**src/rtl/axi_line_master_pkg.sv**
```systemverilog
// Shared types and AXI encodings for the line master.
// Holds the FSM state enum and the beat/burst constants.
package axi_line_master_pkg;

    typedef enum logic [2:0] {
        ST_IDLE,
        ST_RADDR,
        ST_RDATA,
        ST_WADDR,
        ST_WDATA,
        ST_WRESP,
        ST_DONE
    } state_t;

    localparam int BEAT_BYTES = 16;
    localparam int BEAT_BITS  = BEAT_BYTES * 8;

    localparam logic [2:0] AXI_SIZE_16B   = 3'd4;
    localparam logic [1:0] AXI_BURST_INCR = 2'b01;

    localparam logic [1:0] AXI_RESP_OKAY   = 2'b00;
    localparam logic [1:0] AXI_RESP_SLVERR = 2'b10;

endpackage

```
**src/rtl/axi_line_master_if.sv**
```systemverilog
// AXI read (AR/R) and write (AW/W/B) channel bundles.
// The master modport is the initiator side.
interface axir_if
    import axi_line_master_pkg::*;
#(
    parameter int ADDR_W = 32
);
    logic                 arvalid;
    logic                 arready;
    logic [ADDR_W-1:0]    araddr;
    logic [7:0]           arlen;
    logic [2:0]           arsize;
    logic [1:0]           arburst;
    logic                 rvalid;
    logic                 rready;
    logic [BEAT_BITS-1:0] rdata;
    logic [1:0]           rresp;
    logic                 rlast;

    modport master (
        output arvalid, araddr, arlen, arsize, arburst, rready,
        input  arready, rvalid, rdata, rresp, rlast
    );

    modport slave (
        input  arvalid, araddr, arlen, arsize, arburst, rready,
        output arready, rvalid, rdata, rresp, rlast
    );
endinterface

interface axiw_if
    import axi_line_master_pkg::*;
#(
    parameter int ADDR_W = 32
);
    logic                   awvalid;
    logic                   awready;
    logic [ADDR_W-1:0]      awaddr;
    logic [7:0]             awlen;
    logic [2:0]             awsize;
    logic [1:0]             awburst;
    logic                   wvalid;
    logic                   wready;
    logic [BEAT_BITS-1:0]   wdata;
    logic [BEAT_BYTES-1:0]  wstrb;
    logic                   wlast;
    logic                   bvalid;
    logic                   bready;
    logic [1:0]             bresp;

    modport master (
        output awvalid, awaddr, awlen, awsize, awburst,
        output wvalid, wdata, wstrb, wlast, bready,
        input  awready, wready, bvalid, bresp
    );

    modport slave (
        input  awvalid, awaddr, awlen, awsize, awburst,
        input  wvalid, wdata, wstrb, wlast, bready,
        output awready, wready, bvalid, bresp
    );
endinterface

```
**src/rtl/axi_line_master.sv**
```systemverilog
// Cache-line AXI master: one refill or writeback burst at a time.
// Outputs are decoded from registered state, so VALIDs never see READYs.
module axi_line_master
    import axi_line_master_pkg::*;
#(
    parameter int LINE_BEATS = 4,
    parameter int ADDR_W     = 32
) (
    input  logic                            i_clk,
    input  logic                            i_rst,
    input  logic                            i_req_valid,
    output logic                            o_req_ready,
    input  logic                            i_req_write,
    input  logic [ADDR_W-1:0]               i_req_addr,
    input  logic [LINE_BEATS*BEAT_BITS-1:0] i_req_wdata,
    output logic                            o_rsp_valid,
    output logic [LINE_BEATS*BEAT_BITS-1:0] o_rsp_rdata,
    output logic                            o_rsp_err,
    axir_if.master                          ri,
    axiw_if.master                          wi
);

    localparam int LINE_W = LINE_BEATS * BEAT_BITS;
    localparam int OFF_W  = $clog2(LINE_BEATS * BEAT_BYTES);
    localparam int CNT_W  = $clog2(LINE_BEATS) + 1;

    state_t              r_state;
    state_t              w_next;
    logic [ADDR_W-1:0]   r_addr;
    logic [LINE_W-1:0]   r_wdata;
    logic [LINE_W-1:0]   r_rdata;
    logic [CNT_W-1:0]    r_cnt;
    logic                r_err;

    logic                w_accept;
    logic                w_last;
    logic                w_r_hs;
    logic                w_w_hs;
    logic                w_b_hs;
    logic [BEAT_BITS-1:0] w_wbeat;

    assign w_last = (r_cnt == CNT_W'(LINE_BEATS - 1));
    assign w_r_hs = (r_state == ST_RDATA) && ri.rvalid;
    assign w_w_hs = (r_state == ST_WDATA) && wi.wready;
    assign w_b_hs = (r_state == ST_WRESP) && wi.bvalid;

    assign ri.araddr  = r_addr;
    assign ri.arlen   = 8'(LINE_BEATS - 1);
    assign ri.arsize  = AXI_SIZE_16B;
    assign ri.arburst = AXI_BURST_INCR;

    assign wi.awaddr  = r_addr;
    assign wi.awlen   = 8'(LINE_BEATS - 1);
    assign wi.awsize  = AXI_SIZE_16B;
    assign wi.awburst = AXI_BURST_INCR;
    assign wi.wdata   = w_wbeat;
    assign wi.wstrb   = '1;
    assign wi.wlast   = w_last;

    assign o_rsp_rdata = r_rdata;
    assign o_rsp_err   = r_err;

    // State register.
    always_ff @(posedge i_clk) begin
        if (i_rst) r_state <= ST_IDLE;
        else       r_state <= w_next;
    end

    // Next state and per-state channel strobes.
    always_comb begin
        w_next      = r_state;
        w_accept    = 1'b0;
        o_req_ready = 1'b0;
        o_rsp_valid = 1'b0;
        ri.arvalid  = 1'b0;
        ri.rready   = 1'b0;
        wi.awvalid  = 1'b0;
        wi.wvalid   = 1'b0;
        wi.bready   = 1'b0;
        unique case (r_state)
            ST_IDLE: begin
                o_req_ready = !i_rst;
                if (i_req_valid && !i_rst) begin
                    w_accept = 1'b1;
                    w_next   = i_req_write ? ST_WADDR : ST_RADDR;
                end
            end
            ST_RADDR: begin
                ri.arvalid = 1'b1;
                if (ri.arready) w_next = ST_RDATA;
            end
            ST_RDATA: begin
                ri.rready = 1'b1;
                if (ri.rvalid && w_last) w_next = ST_DONE;
            end
            ST_WADDR: begin
                wi.awvalid = 1'b1;
                if (wi.awready) w_next = ST_WDATA;
            end
            ST_WDATA: begin
                wi.wvalid = 1'b1;
                if (wi.wready && w_last) w_next = ST_WRESP;
            end
            ST_WRESP: begin
                wi.bready = 1'b1;
                if (wi.bvalid) w_next = ST_DONE;
            end
            ST_DONE: begin
                o_rsp_valid = 1'b1;
                w_next      = ST_IDLE;
            end
            default: w_next = ST_IDLE;
        endcase
    end

    // Latch the aligned line address and writeback data on acceptance.
    always_ff @(posedge i_clk) begin
        if (i_rst) begin
            r_addr  <= '0;
            r_wdata <= '0;
        end else if (w_accept) begin
            r_addr  <= {i_req_addr[ADDR_W-1:OFF_W], OFF_W'(0)};
            r_wdata <= i_req_wdata;
        end
    end

    // Beat counter and sticky error; RLAST is checked, never trusted.
    always_ff @(posedge i_clk) begin
        if (i_rst) begin
            r_cnt <= '0;
            r_err <= 1'b0;
        end else if (w_accept) begin
            r_cnt <= '0;
            r_err <= 1'b0;
        end else begin
            if (w_r_hs || w_w_hs) r_cnt <= r_cnt + 1'b1;
            if (w_r_hs && (ri.rresp != AXI_RESP_OKAY || ri.rlast != w_last))
                r_err <= 1'b1;
            if (w_b_hs && wi.bresp != AXI_RESP_OKAY)
                r_err <= 1'b1;
        end
    end

    // Refill beats land in their slot; the line holds until the next refill.
    always_ff @(posedge i_clk) begin
        if (i_rst) begin
            r_rdata <= '0;
        end else if (w_r_hs) begin
            for (int b = 0; b < LINE_BEATS; b++)
                if (r_cnt == CNT_W'(b))
                    r_rdata[b*BEAT_BITS +: BEAT_BITS] <= ri.rdata;
        end
    end

    // Select the writeback beat addressed by the counter.
    always_comb begin
        w_wbeat = '0;
        for (int b = 0; b < LINE_BEATS; b++)
            if (r_cnt == CNT_W'(b))
                w_wbeat = r_wdata[b*BEAT_BITS +: BEAT_BITS];
    end

endmodule

```
**src/flat_wrapper.sv**
```systemverilog
// flat-port wrapper written by rule: the top's interface ports become plain ports
module axi_line_master_flat import axi_line_master_pkg::*;
#(
    parameter int LINE_BEATS = 4,
    parameter int ADDR_W     = 32
)
  (i_clk, i_rst, i_req_valid, o_req_ready, i_req_write, i_req_addr, i_req_wdata, o_rsp_valid, o_rsp_rdata, o_rsp_err, ri_arvalid, ri_araddr, ri_arlen, ri_arsize, ri_arburst, ri_rready, ri_arready, ri_rvalid, ri_rdata, ri_rresp, ri_rlast, wi_awvalid, wi_awaddr, wi_awlen, wi_awsize, wi_awburst, wi_wvalid, wi_wdata, wi_wstrb, wi_wlast, wi_bready, wi_awready, wi_wready, wi_bvalid, wi_bresp);
  axir_if #(.ADDR_W(ADDR_W)) ri_i ();
  axiw_if #(.ADDR_W(ADDR_W)) wi_i ();
  input  logic i_clk;
  input  logic i_rst;
  input  logic i_req_valid;
  output logic o_req_ready;
  input  logic i_req_write;
  input  logic [ADDR_W-1:0] i_req_addr;
  input  logic [LINE_BEATS*BEAT_BITS-1:0] i_req_wdata;
  output logic o_rsp_valid;
  output logic [LINE_BEATS*BEAT_BITS-1:0] o_rsp_rdata;
  output logic o_rsp_err;
  output wire logic [$bits(ri_i.arvalid)-1:0] ri_arvalid;
  output wire logic [$bits(ri_i.araddr)-1:0] ri_araddr;
  output wire logic [$bits(ri_i.arlen)-1:0] ri_arlen;
  output wire logic [$bits(ri_i.arsize)-1:0] ri_arsize;
  output wire logic [$bits(ri_i.arburst)-1:0] ri_arburst;
  output wire logic [$bits(ri_i.rready)-1:0] ri_rready;
  input wire logic [$bits(ri_i.arready)-1:0] ri_arready;
  input wire logic [$bits(ri_i.rvalid)-1:0] ri_rvalid;
  input wire logic [$bits(ri_i.rdata)-1:0] ri_rdata;
  input wire logic [$bits(ri_i.rresp)-1:0] ri_rresp;
  input wire logic [$bits(ri_i.rlast)-1:0] ri_rlast;
  output wire logic [$bits(wi_i.awvalid)-1:0] wi_awvalid;
  output wire logic [$bits(wi_i.awaddr)-1:0] wi_awaddr;
  output wire logic [$bits(wi_i.awlen)-1:0] wi_awlen;
  output wire logic [$bits(wi_i.awsize)-1:0] wi_awsize;
  output wire logic [$bits(wi_i.awburst)-1:0] wi_awburst;
  output wire logic [$bits(wi_i.wvalid)-1:0] wi_wvalid;
  output wire logic [$bits(wi_i.wdata)-1:0] wi_wdata;
  output wire logic [$bits(wi_i.wstrb)-1:0] wi_wstrb;
  output wire logic [$bits(wi_i.wlast)-1:0] wi_wlast;
  output wire logic [$bits(wi_i.bready)-1:0] wi_bready;
  input wire logic [$bits(wi_i.awready)-1:0] wi_awready;
  input wire logic [$bits(wi_i.wready)-1:0] wi_wready;
  input wire logic [$bits(wi_i.bvalid)-1:0] wi_bvalid;
  input wire logic [$bits(wi_i.bresp)-1:0] wi_bresp;
  assign ri_arvalid = ri_i.arvalid;
  assign ri_araddr = ri_i.araddr;
  assign ri_arlen = ri_i.arlen;
  assign ri_arsize = ri_i.arsize;
  assign ri_arburst = ri_i.arburst;
  assign ri_rready = ri_i.rready;
  assign ri_i.arready = ri_arready;
  assign ri_i.rvalid = ri_rvalid;
  assign ri_i.rdata = ri_rdata;
  assign ri_i.rresp = ri_rresp;
  assign ri_i.rlast = ri_rlast;
  assign wi_awvalid = wi_i.awvalid;
  assign wi_awaddr = wi_i.awaddr;
  assign wi_awlen = wi_i.awlen;
  assign wi_awsize = wi_i.awsize;
  assign wi_awburst = wi_i.awburst;
  assign wi_wvalid = wi_i.wvalid;
  assign wi_wdata = wi_i.wdata;
  assign wi_wstrb = wi_i.wstrb;
  assign wi_wlast = wi_i.wlast;
  assign wi_bready = wi_i.bready;
  assign wi_i.awready = wi_awready;
  assign wi_i.wready = wi_wready;
  assign wi_i.bvalid = wi_bvalid;
  assign wi_i.bresp = wi_bresp;
  axi_line_master #(.LINE_BEATS(LINE_BEATS), .ADDR_W(ADDR_W)) u_core (.i_clk(i_clk), .i_rst(i_rst), .i_req_valid(i_req_valid), .o_req_ready(o_req_ready), .i_req_write(i_req_write), .i_req_addr(i_req_addr), .i_req_wdata(i_req_wdata), .o_rsp_valid(o_rsp_valid), .o_rsp_rdata(o_rsp_rdata), .o_rsp_err(o_rsp_err), .ri(ri_i), .wi(wi_i));
endmodule
```
**config.mk**
```make
export PLATFORM = sky130hd
export DESIGN_NAME = axi_line_master_flat
export DESIGN_NICKNAME = d
export VERILOG_FILES = /design/src/rtl/axi_line_master_pkg.sv /design/src/rtl/axi_line_master_if.sv /design/src/rtl/axi_line_master.sv /design/src/flat_wrapper.sv
export SDC_FILE = /design/constraint.sdc
export NUM_CORES = 2
export LEC_CHECK = 0
export BUFFER_PORTS_ARGS = -buffer_cell sky130_fd_sc_hd__buf_2
export CORE_AREA = 2 2 569 571
export CTS_CLUSTER_SIZE = 16
export DETAILED_ROUTE_END_ITERATION = 16
export DIE_AREA = 0 0 571 573
export SLEW_MARGIN = 25
export SYNTH_ARGS = -nofsm -noshare
export SYNTH_HDL_FRONTEND = slang
export SYNTH_SLANG_ARGS = --single-unit
```
**constraint.sdc**
```tcl
create_clock -name i_clk -period 2.2 [get_ports i_clk]
set_input_delay 0.66 -clock i_clk [delete_from_list [all_inputs] [get_ports i_clk]]
set_output_delay 0.66 -clock i_clk [all_outputs]
set_load 0.1 [all_outputs]
```
Word-level counts from Yosys, hierarchy flattened:

Cells that the tools add are included.

* bits in registers: 1057
* input bits: 686
* output and inout bits: 755
* word-level logic and storage cells: 71

* add/sub/neg operators: 1
* equality and inequality tests: 16
* mux-type cells: 23
* reductions and logical operators: 22

Operator list (count)
* two-way mux 128 bit: 4
* two-way mux 3 bit: 6
* case mux 3 bit (6 select lines): 1
* == test 3 x 2 -> 1 bit, second input constant: 4
* two-way mux 1 bit: 11
* inequality test 2 bit, second input constant: 5
* == test 3 bit, second input constant: 3
* logical AND 1 bit: 8
* AND reduction 2 bit: 4
* == test 3 x 1 -> 1 bit, second input constant: 2
* zero test 3 bit: 2
* AND reduction 6 bit: 1
* nonzero test 2 bit: 3
* adder 3 x 1 -> 3 bit, second input constant: 1
* logical OR 1 bit: 2
* two-way mux 2 bit: 1
* inequality test 2 x 1 -> 1 bit, second input constant: 1
* OR reduction 2 bit: 1
* zero test 1 bit: 1
* inequality test 1 bit: 1

Longest topological paths before layout:

* depth after elaboration: 6
* gate-level depth with buffers: 8

Worst setup path before layout:

OpenSTA, ideal clock, no wires.

* path kind: input to output
* start point: input port i_rst
* end point: output port o_req_ready
* arrival: 4062 ps
* slack: -2522 ps
* cell stages on the path: 4
* path through: clkbuf_1 -> clkbuf_1 -> clkbuf_1 -> nor4_1

* longest elaborated chain between the ends: 2

RTL lines
* from (decl): RTL line flat_wrapper.sv:11 `input logic i_rst;`
* zero test 1 bit: RTL line axi_line_master.sv:82 `o_req_ready = !i_rst;`
* two-way mux 1 bit: RTL line axi_line_master.sv:80 `unique case (r_state)`
* to (decl): RTL line flat_wrapper.sv:13 `output logic o_req_ready;`

Every way passes these cells.

Final worst setup path:

* start point: register u_core.r_cnt[1]
* end point: output port wi_wdata[20]

* longest elaborated chain between the ends: 5
* elaborated cells on any way between the ends: 8

RTL lines
* from (decl): RTL line axi_line_master.sv:32 `logic [CNT_W-1:0] r_cnt;`
* from (signal assigned): RTL line axi_line_master.sv:136 `if (w_r_hs || w_w_hs) r_cnt <= r_cnt + 1'b1;`
* zero test 3 bit: RTL line axi_line_master.sv:159 `if (r_cnt == CNT_W'(b))`
* two-way mux 128 bit (3 in series): RTL line axi_line_master.sv:159
* two-way mux 128 bit (*): RTL line axi_line_master.sv:159
* to (decl): RTL line flat_wrapper.sv:37 `output wire logic [$bits(wi_i.wdata)-1:0] wi_wdata;`

Every way passes the cells marked *; elsewhere a longest branch is shown, timed or not.

==> run metrics <==
hold_ws=79.7 ps; Slew headroom=0.508; final non-filler cell total=11681; TritonCTS clock tree=yes; ratio of final minimum period to clock period=1.61; area delta synth->final=68.4%; core area=0.320 sq mm; Setup CP Type=reg -> out; synthesized flop and latch total=1057; post-route ant nets=0; io pins=1441; Post-synth ARST share=0; Port Buf Inserts=1380; Pwr Density=1030 mW/mm^2; Largest stage delay, worst path=350 ps; fraction of layout cells with a size suffix above 1=0.328; Pleak=30.3 nW; P_int=43.8 mW; maximum clock frequency=283 MHz; overall routed net length=278000 um; Worst Skew=71.4 ps; Die X=571 um; final hold violations=0; Peak VDD IR=0.00127 V; Yosys top cell by area=dfxtp_1; DP Cell Count=10870; average size of a mapped cell=7.97 sq um; fin nets=7875; failing checks=negative setup slack; Reg clk slew, reported paths=60 ps; RSZ-0062 raised after global routing=yes; Reg2Reg Depth=12; crit-path max FO=7; First-pass DRT Iterations=7; Setup WS post-layout=-1330 ps; initial antenna violation count=147; worst skew pair latency=860 ps; wire length per cell=23.8 um; Placement Rows=208; Clk pwr share=0.285; final setup vio count=797; Die Y-Extent=573 um; Syn Std Cell Area=0.0424 sq mm; via count=46597; total negative setup slack=-228620 ps; Comb power frac=0.398; Final Critical Period=3530 ps; GPL Wtd Cong=0.911; DRC Markers=0; part of the power in registers=0.317; CP Depth=11; TritonCTS buffer count=123; Critical path buffers and inverters=7; first-pass GRT wire length=366000 um; Yosys cell types=39; required time of the critical path=1540 ps; Sw Ratio=0.408; Final Cell Area=0.0715 sq mm; ys flop type=dfxtp_1; Yosys top cell area share=0.499; Slew @ Worst Pin=742 ps; Global Route Usage Sum=0.159; Vias/cell=3.99; Slew Limit Fails=0; Clock Tree Buf Depth=4; pin count of the biggest net entering global routing=102; drt initial violations=3711; H-Tree Depth=3; Cell Chain, Critical Path=inv_4 -> ha_4 -> buf_16 -> buf_16 -> buf_12 -> buf_16 -> buf_6 -> a221oi_2 -> a21oi_1 -> a22o_4 -> buf_12; CTS Sinks=1057; total chip power=73.9 mW; Placed Area=0.0603 sq mm; gr ovfl total=0; vias in the first global route=44191; Synthesis Warnings=0; MaxCap Viol Count=0; Hold Crit Depth=3; crit start category=flop; Final Util=0.223; CP endpoint kind=output pin; root buffer cell=clkbuf_16; EDFF count, synth=0; Die Area=0.327 sq mm; arrival time of the worst setup path=2870 ps; dpl ws=-899 ps; Hold Crit Class=in -> reg; Seq/Total Area, Yosys=0.499; cell mode on critical path=buf_16; Starting Density=0.132; P_sw=30.1 mW; top cells by area, synth=dfxtp_1, nand2_1, a21oi_1, nand3b_1, a221oi_1; cell count after synthesis=5325; Critical-path top delay cell=dfxtp_4; Detailed Place HPWL=214000 um; status=complete, but fails checks; cell family with most CP delay=buffers and inverters
[state kept, by name (all words and copies together) (netlist names)]
name,cells
u_core.o_rsp_rdata,512
u_core.r_wdata,512
u_core.ri.araddr,26
u_core.r_cnt,3
u_core.r_state,3
u_core.o_rsp_err,1
[what timing repair did]
item,CTS,global route
gates resized for setup,148,201
setup buffers,23,23
endpoints found under the setup margin,701,824
pin swaps,37,78
cloned,14,12
endpoints found under the hold margin,458,0
hold buffers,437,0
[power groups by stage]
stage | Combinational [mW] | Sequential (mW) | Clock (mW)
floorplan | 15.0 | 25.6 | 0
global route | 30.8 | 23.6 | 22.1
global placement | 27.3 | 23.6 | 0
CTS | 28.9 | 23.3 | 21.5
detailed placement | 27.3 | 23.6 | 0
finish | 29.4 | 23.4 | 21.1
[area by class of cell]
class	instances	area, sq um
diodes	96	240
clock buffers	177	3560
clock inverters	46	519
fillers	34769	249000
inverters	131	494
multi-input cells	3657	21500
flip-flops and latches	1057	21200
well taps	4305	5390
repair buffers	2212	18600
[layer usage]
metal / vias to the layer above / GRT usage / wire, um / share of wire
met3: 549 / 0.0480 / 26600 / 0.096
li1: 21378 / - / - / -
met4: 42 / 0.0777 / 14100 / 0.051
met2: 2331 / 0.242 / 120000 / 0.43
met5: - / 0 / 283 / 0.0010
met1: 22297 / 0.203 / 116000 / 0.42
[path summary, 6_finish.rpt]
kind / from / endpoint / slack [ps]
hold / removal: i_req_wdata[457] / u_core.r_wdata[457] / 80
hold reg to reg: u_core.o_rsp_rdata[363] / u_core.o_rsp_rdata[363] / 450
setup reg to reg: u_core.r_cnt[1] / u_core.o_rsp_rdata[374] / -290
setup / recovery: u_core.r_cnt[1] / wi_wdata[20] / -1330
[placed cells by master (no fill, tap or decap), types with 128 or more instances in the layout]
cell type,count
nand2_1,1978
buf_2,1215
dfxtp_1,1051
a21oi_1,568
dlygate4sd3_1,437
nand3b_1,413
buf_12,241
buf_4,237
clkbuf_16,134
inv_1,129
a22o_4,128
o31ai_1,128
[cell usage after synthesis, types with 2 or more instances]
cell	count
nand3b_1	413
nor2b_1	132
conb_1	2
o31ai_1	128
o21bai_1	2
nand2b_1	2
nand2_1	1978
clkbuf_1	248
ha_1	7
a21oi_1	644
a221oi_1	128
dfxtp_1	1057
a22o_1	128
mux2i_1	2
buf_1	26
and2_1	3
buf_2	151
nand3_1	3
buf_4	106
nand4_1	4
inv_1	131
a211oi_1	3
nor3b_2	3
nor2_1	9
[worst min-delay path, delay by kind of cell]
family / cells / cell delay, ps
buf+inv: 1 / 90
simple gates: 2 / 90
[cells by family (layout without fill, tap and decap cells)]
logic type / after synthesis / in the layout / synth area share
multiplexers: 2 / 2 / 0.000472
adder cells (fa/ha/maj): 7 / 7 / 0.00206
other: 2 / 150 / 0.000177
AND/OR/NAND/NOR: 2555 / 2555 / 0.273
flip-flops: 1057 / 1057 / 0.499
XOR/XNOR: 2 / 2 / 0.000413
buffers and inverters: 663 / 2566 / 0.0726
AO/OA/AOI/OAI: 1037 / 1037 / 0.153
Note: power is estimated with default switching activity, not from simulation.
